### config.mk
export PLATFORM = sky130hd
export DESIGN_NAME = fdiv_ctrl
export DESIGN_NICKNAME = d
export VERILOG_FILES = /design/src/rtl/fdiv_ctrl.sv
export SDC_FILE = /design/constraint.sdc
export NUM_CORES = 1
export LEC_CHECK = 0
export BUFFER_PORTS_ARGS = -buffer_cell sky130_fd_sc_hd__buf_2
export CAP_MARGIN = 40
export CELL_PAD_IN_SITES_DETAIL_PLACEMENT = 0
export CELL_PAD_IN_SITES_GLOBAL_PLACEMENT = 2
export CORE_UTILIZATION = 33
export DETAILED_ROUTE_END_ITERATION = 16
export GPL_ROUTABILITY_DRIVEN = 0
export PLACE_DENSITY_LB_ADDON = 0.1
export SETUP_SLACK_MARGIN = 0.5
export SYNTH_ARGS = -nofsm -noshare
export SYNTH_HDL_FRONTEND = slang
export SYNTH_SLANG_ARGS = --single-unit
### constraint.sdc
create_clock -name clk_in -period 3.5 [get_ports clk_in]
set_input_delay 0.525 -clock clk_in [delete_from_list [all_inputs] [get_ports clk_in]]
set_output_delay 0.525 -clock clk_in [all_outputs]
set_load 0.03 [all_outputs]
### src/rtl/fdiv_ctrl.sv
// Programmable timebase: run/stop/one-shot sequencer with a loadable divisor.
// Produces a one-cycle tick enable, a divided square wave and a tick counter.
module fdiv_ctrl #(
  parameter int unsigned CNT_W   = 27,
  parameter int unsigned DEF_DIV = 100000000,
  parameter int unsigned TCNT_W  = 16
) (
  input  logic              clk_in,
  input  logic              rst_n,
  input  logic              cfg_valid,
  input  logic [CNT_W-1:0]  cfg_div,
  output logic              cfg_ready,
  input  logic              start,
  input  logic              oneshot,
  input  logic              stop,
  output logic              tick,
  output logic              clk_out,
  output logic              busy,
  output logic [TCNT_W-1:0] tick_cnt
);

  typedef enum logic [1:0] {
    IDLE = 2'd0,
    RUN  = 2'd1,
    SHOT = 2'd2
  } state_t;

  localparam logic [CNT_W-1:0] MIN_DIV   = CNT_W'(2);
  localparam logic [CNT_W-1:0] RESET_DIV = CNT_W'(DEF_DIV);

  state_t              state_q, state_d;
  logic [CNT_W-1:0]    cnt_q, cnt_d;
  logic [CNT_W-1:0]    div_q, div_d;
  logic                tick_q, tick_d;
  logic                clk_out_q, clk_out_d;
  logic [TCNT_W-1:0]   tick_cnt_q, tick_cnt_d;
  logic [CNT_W-1:0]    half_div;
  logic                last_cycle;

  assign half_div   = div_q >> 1;
  assign last_cycle = (cnt_q == div_q - CNT_W'(1));

  assign cfg_ready = (state_q == IDLE);
  assign busy      = (state_q != IDLE);
  assign tick      = tick_q;
  assign clk_out   = clk_out_q;
  assign tick_cnt  = tick_cnt_q;

  // State and datapath registers; reset aborts any run without a trailing tick.
  always_ff @(posedge clk_in or negedge rst_n) begin
    if (!rst_n) begin
      state_q    <= IDLE;
      cnt_q      <= '0;
      div_q      <= RESET_DIV;
      tick_q     <= 1'b0;
      clk_out_q  <= 1'b0;
      tick_cnt_q <= '0;
    end else begin
      state_q    <= state_d;
      cnt_q      <= cnt_d;
      div_q      <= div_d;
      tick_q     <= tick_d;
      clk_out_q  <= clk_out_d;
      tick_cnt_q <= tick_cnt_d;
    end
  end

  // Next-state, counter, divisor load and registered-output logic.
  always_comb begin
    state_d    = state_q;
    cnt_d      = cnt_q;
    div_d      = div_q;
    tick_d     = 1'b0;
    clk_out_d  = clk_out_q;
    tick_cnt_d = tick_cnt_q;

    case (state_q)
      IDLE: begin
        clk_out_d = 1'b0;
        // Divisors below 2 cannot produce a distinct high and low phase.
        if (cfg_valid) begin
          div_d = (cfg_div < MIN_DIV) ? MIN_DIV : cfg_div;
        end
        if (start) begin
          state_d    = RUN;
          cnt_d      = '0;
          tick_cnt_d = '0;
        end else if (oneshot) begin
          state_d = SHOT;
          cnt_d   = '0;
        end
      end

      RUN, SHOT: begin
        if (stop) begin
          state_d   = IDLE;
          cnt_d     = '0;
          clk_out_d = 1'b0;
        end else if (last_cycle) begin
          cnt_d      = '0;
          tick_d     = 1'b1;
          tick_cnt_d = tick_cnt_q + TCNT_W'(1);
          if (state_q == RUN) begin
            clk_out_d = 1'b1;
          end else begin
            state_d = IDLE;
          end
        end else begin
          cnt_d = cnt_q + CNT_W'(1);
          if (cnt_d == half_div) begin
            clk_out_d = 1'b0;
          end
        end
      end

      default: begin
        state_d   = IDLE;
        cnt_d     = '0;
        clk_out_d = 1'b0;
      end
    endcase
  end

endmodule

==> results of run 1 <==
[cell type report]
cell class | count | share of cell area
Multi-Input combinational cell | 490 | 0.517
Inverter | 21 | 0.0112
Clock buffer | 11 | 0.0330
Sequential cell | 74 | 0.266
Tap cell | 216 | 0.0384
Clock inverter | 4 | 0.00284
Timing Repair Buffer | 127 | 0.131
[power groups by stage]
stage | Sequential [uW] | Clock (uW) | Combinational (uW)
2_1_floorplan | 1270 | 0 | 1650
3_3_place_gp | 1460 | 0 | 2010
3_5_place_dp | 1480 | 0 | 2040
4_1_cts | 1480 | 867 | 2360
5_1_grt | 1520 | 902 | 2790
6_report | 1480 | 836 | 2550
[state kept, by name, indices dropped and copies added, names as in the netlist]
| register | flops |
|---|---|
| cnt_q | 27 |
| div_q | 27 |
| tick_cnt | 16 |
| state_q | 2 |
| clk_out | 1 |
| tick | 1 |
[critical path, stage by stage (launching register included)]
cell and delay [ns]:
dfrtp_2 0.45, buf_4 0.16, or3_1 0.40, nor4_2 0.16, o21a_1 0.15, o22ai_1 0.10, or4_4 0.57, nor4_4 0.15
buf_6 0.18, a21oi_4 0.10, or4_4 0.54, a21oi_2 0.13
[kinds of logic after synthesis]
group | Yosys count
simple gates | 243
fa+ha+maj | 6
mux | 27
flops | 74
xor+xnor | 69
buf+inv | 79
compound gates | 142
[per-stage QoR]
stage / cell area, um^2 / std cells
floorplan: 5500 / 640
global placement: 6070 / 888
detailed placement: 6100 / 890
CTS: 6710 / 926
global route: 7050 / 943
finish: 7050 / 943
[synthesized netlist by cell type (all sizes together) (2+ instances only)]
master,count
o211ai,2
a211oi,6
nand3,22
dfrtp,62
nand2b,6
nor2,43
xor2,34
or3,16
or2,2
and4b,2
clkbuf,48
nand4b,3
dfstp,12
o22ai,10
xnor2,35
nor4b,2
nand3b,4
and3,8
nor3,21
o31ai,7
or4,17
nor2b,6
a2bb2oi,2
mux2i,4
nand4,16
o2111ai,3
ha,6
buf,10
a22o,16
and2,6
a31oi,7
o21a,2
a311oi,2
o21ai,36
a21oi,27
nand2,41
a21boi,3
inv,21
mux2,23
nor4,26
a21o,10
[routing by layer]
| metal | wire [um] | global-route usage |
|---|---|---|
| met3 | 630 | 0.0232 |
| met4 | 228 | 0.0683 |
| met1 | 8030 | 0.292 |
| met5 | 0 | 0 |
| met2 | 8080 | 0.338 |
[how the worst max path moves through the flow]
stage                     slack, ns  cells past startpoint     start            to
after global placement         0.02                      9  div_q[7]  tick_cnt[10]
after detailed placement      -0.03                      9  div_q[5]  tick_cnt[11]
after floorplan                0.39                     12  div_q[7]  tick_cnt[13]
after global routing           0.20                     12  div_q[2]      cnt_q[4]
after CTS                      0.33                     12  div_q[4]     cnt_q[16]
final                          0.34                     11  div_q[2]   tick_cnt[7]
[timing repair]
item / 4_1_cts / 5_1_grt
setup buffers: 17 / 16
cloned: 4 / 1
pin swaps: 19 / 32
endpoints found under the setup margin: 45 / 46
gates resized for setup: 37 / 62
==> run summary, run 1 <==
Fin. Hold Viols -> 0
Fill cells -> 1627
DIE HEIGHT -> 131 um
CTS Hold Bufs -> 0
Area grow syn2layout -> 29.2%
Final period utilization -> 0.903
Largest net degree at the start of global routing -> 42
Largest family of logic cells by synthesized area -> simple AND/OR/NAND/NOR gates
Total Power -> 4870 uW
PD cells -> 691 nW/um^2
Via density -> 5.44
YS warnings -> 0
Share of cells above drive strength 1 -> 0.343
Worst slew pin tran -> 0.826 ns
Tot GR Track Use -> 0.210
Worst vdd ir -> 0.000348 V
Sw Share -> 0.434
Number of synthesized flops with an enable pin -> 0
Min-Delay Path Class -> in2async
FF-to-FF Start -> div_q[2]
Antenna Cells -> 0
Top post-synthesis cells by area -> dfrtp_1 28%, dfstp_2 5.8%, xnor2_1 5.6%
Share of the synthesized area in the top cell type -> 0.285
Initial core utilization -> 0.341
Synth Area in Simple Gates -> 0.250
Mapped Nets -> 679
Clk root buf -> clkbuf_16
Post-synth ARST share -> 1.00
Total Wirelength -> 17000 um
Reg area -> 1880 um^2
Post-Synth XOR/XNOR Area -> 0.111
Nets@finish -> 762
Multi-input logic area -> 3640 um^2
Crit path time final -> 3.16 ns
R2R setup slack -> 0.34 ns
Dominant cell type by area after synthesis -> dfrtp_1
Internal -> 2760 uW
# rows -> 46
First-pass GRT wire length -> 27200 um
Achievable Freq -> 0.317 GHz
Initial drt markers -> 201
Worst EP required -> 3.77 ns
Netlist cell types -> 60
H-tree Lvls -> 3
Sequential Power Share -> 0.304
Rel. slew slack -> 0.449
Max-Cap Viols -> 0
Post-synthesis sequential area ratio -> 0.342
Most frequent cells in the layout -> 63 x buf_4, 55 x dfrtp_1, 51 x buf_2, 40 x nor2_1, 40 x nand2_1
Lkg Pwr -> 0.00294 uW
Via Count -> 5133
CTS Buffer Depth -> 2
Adder-Cell Fraction of Synth Area -> 0.0138
Insertion delay to the later sink of the worst-skew pair -> 0.34 ns
DRT Pass-1 Iters -> 7
Setup Crit Path Kind -> reg2reg
Critical Path End Type -> flop
Final Setup Violations -> 0
PortBufs -> 52
RSZ-0062 raised after global routing -> yes
Reg clk slew, reported paths -> 0.06 ns
Startpoint types -> flop
Die Wd -> 131 um
R2R Path End -> tick_cnt[7]
Post-synthesis mux area share -> 0.0548
Die area -> 17000 um^2
Synthesized cell area -> 5450 um^2
CTS buffer count -> 9
# IOs -> 53
Worst path arrival time -> 3.43 ns
FF-to-FF path depth -> 11
Clock Skew -> 0.00542 ns
Final ANT Viol Nets -> 0
Grt total ovfl -> 0
Final core occ -> 0.440
Final WS setup -> 0.341 ns
Routed len/inst -> 18.0 um
Cells after synthesis -> 640
Sw Pwr -> 2120 uW
CTS sink cnt -> 74
TritonCTS clock tree -> yes
Dpl hpwl -> 11700 um
Final count of pins violating max slew -> 0
Clk pwr share -> 0.172
Commonest non-fill, non-tap cell in the layout -> buf_4
Crit path max fanout -> 6
Initial antenna violation count -> 0
Sum of negative setup slack -> 0 ns
Core Footprint -> 16000 um^2
Main flop type after synthesis -> dfrtp_1
Status -> finished clean
Post-synthesis register bit count -> 74
Compound-Gate Fraction of Synth Area -> 0.172
Vias in the first global route -> 4907
Mean Syn Cell Area -> 8.52 um^2
# DRC -> 0
Combinational group share of total power -> 0.524
Place WS -> -0.0349 ns
Hold Slack -> 0.139 ns
Note: power is estimated with default switching activity, not from simulation.
==> inputs of run 2 (changes only) <==
Settings changed: REMOVE_ABC_BUFFERS from default to 1.
==> run 2 against run 1 <==
Cell area up 2.5%. Final cell count rose by 1.1%. Largest power group unchanged. Combinational power is 11% higher. Clock power rose by 9.8%. Largest cell class unchanged. Sequential power down 8%. Core utilization grew 1.1 points. Global-route usage down 0.68 points. Setup slack got worse by 0.11 ns. Routed wire length fell by 2.5%. First-iteration DRC count decreased by 3.5%. Hold slack got worse by 0.10 ns. Clock-buffer cell count rose by 3.
==> run summary, run 2 (synthesis gave the netlist of run 1 again) <==
Insertion delay to the later sink of the worst-skew pair -> 0.34 ns
PortBufs -> 52
Routed len/inst -> 17.4 um
H-tree Lvls -> 3
Final core occ -> 0.451
Die Wd -> 131 um
Achievable Freq -> 0.306 GHz
First-pass GRT wire length -> 26400 um
Critical Path End Type -> flop
FF-to-FF Start -> div_q[2]
Startpoint types -> flop
# rows -> 46
Clk root buf -> clkbuf_16
Initial antenna violation count -> 0
RSZ-0062 raised after global routing -> yes
Area grow syn2layout -> 32.4%
TritonCTS clock tree -> yes
Sum of negative setup slack -> 0 ns
Total Wirelength -> 16500 um
Initial drt markers -> 194
CTS Buffer Depth -> 2
DIE HEIGHT -> 131 um
Clock Skew -> 0.00859 ns
Vias in the first global route -> 4889
M2 GR Usage -> 0.332
Met1 Usage GRT -> 0.273
R2R Path End -> cnt_q[13]
Combinational group share of total power -> 0.555
Max-Cap Viols -> 0
Setup Crit Path Kind -> reg2reg
Final period utilization -> 0.933
Met3 Usage GRT -> 0.0261
Reg clk slew, reported paths -> 0.06 ns
Sw Share -> 0.414
Initial core utilization -> 0.341
Tot GR Track Use -> 0.203
Lkg Pwr -> 0.00302 uW
Most frequent cells in the layout -> 62 x dfrtp_1, 62 x buf_4, 51 x buf_2, 40 x nor2_1, 40 x nand2_1
DRT Pass-1 Iters -> 4
# DRC -> 0
Worst vdd ir -> 0.000357 V
R2R setup slack -> 0.23 ns
CTS Hold Bufs -> 0
FF-to-FF path depth -> 15
Worst slew pin tran -> 1.13 ns
Via density -> 5.43
Share of cells above drive strength 1 -> 0.339
Final count of pins violating max slew -> 0
Worst EP required -> 3.73 ns
Fin. Hold Viols -> 0
Antenna Cells -> 0
Final ANT Viol Nets -> 0
Crit path time final -> 3.27 ns
Nets@finish -> 772
Worst path arrival time -> 3.49 ns
Clk pwr share -> 0.179
Rel. slew slack -> 0.243
Sequential Power Share -> 0.266
Largest net degree at the start of global routing -> 62
PD cells -> 710 nW/um^2
Final Setup Violations -> 0
Dpl hpwl -> 11600 um
Min-Delay Path Class -> in2async
Sw Pwr -> 2120 uW
Via Count -> 5175
Die area -> 17000 um^2
CTS sink cnt -> 74
Global route hottest layer -> met2
# IOs -> 53
CTS buffer count -> 9
Crit path max fanout -> 6
Internal -> 3000 uW
Status -> finished clean
Core Footprint -> 16000 um^2
Grt total ovfl -> 0
==> run 2: cell types whose count changed in the layout (fill, tap and decap cells not counted), sizes merged <==
cell,change
nand3,-1
clkinv,-3
clkbuf,+3
a21oi,-1
buf,+12
==> run 2: through the flow <==
step / setup WS (ns) / area [um^2] / hold WS, ns / std cells / power, uW
after floorplan: -0.201 / 5220 / 0.229 / 582 / 2760
after global placement: 0.0471 / 6200 / 0.529 / 908 / 3600
after detailed placement: -0.00269 / 6230 / 0.404 / 909 / 3640
after CTS: 0.189 / 6980 / 0.0312 / 947 / 4990
after global routing: 0.0962 / 7220 / 0.0366 / 953 / 5450
final: 0.234 / 7220 / 0.0345 / 953 / 5120
==> run 2: power by group through the flow <==
stage	Clock, uW	Sequential (uW)	Combinational [uW]
global route	978	1400	3080
global placement	0	1380	2220
CTS	942	1360	2690
floorplan	0	1450	1300
finish	918	1360	2840
detailed placement	0	1380	2260
==> run 2: critical path, stage by stage (launching register included) <==
cell and delay (ns):
dfrtp_1 0.40, nor4_4 0.26, buf_4 0.18, nand3_4 0.07, or3_1 0.30, o31a_1 0.24, or4_4 0.49, nor4_4 0.23
buf_6 0.15, buf_6 0.09, buf_4 0.10, buf_6 0.09, nor2_4 0.04, buf_6 0.14, a21o_1 0.17, a22o_1 0.19
==> run 2: timing repair <==
item,4_1_cts,5_1_grt
gates resized for setup,59,44
buffers inserted,16,6
setup endpoints to repair,46,47
cloned,7,0
endpoints found under the hold margin,0,0
pin swaps,54,26
==> run 2: worst max path at each step <==
stage | end | from
after global placement | tick_cnt[12] | div_q[2]
after detailed placement | tick_cnt[14] | div_q[2]
after global routing | cnt_q[4] | div_q[10]
final | cnt_q[13] | div_q[2]
after CTS | tick_cnt[10] | div_q[7]
after floorplan | cnt_q[0] | div_q[5]
==> run 2: metal layers <==
layer  routed length, um  part of all wire
met5                   0                 0
met4                 327             0.020
met3                 607             0.037
met2                7910              0.48
met1                7700              0.47
==> run 2: cell type report <==
cell class	instances	area (um^2)
clock buffer	14	274
sequential	74	1870
timing repair buffer	139	1110
fill	1636	8780
clock inverter	1	8.76
tap	216	270
inverter	21	78.8
multi-input combinational	488	3610
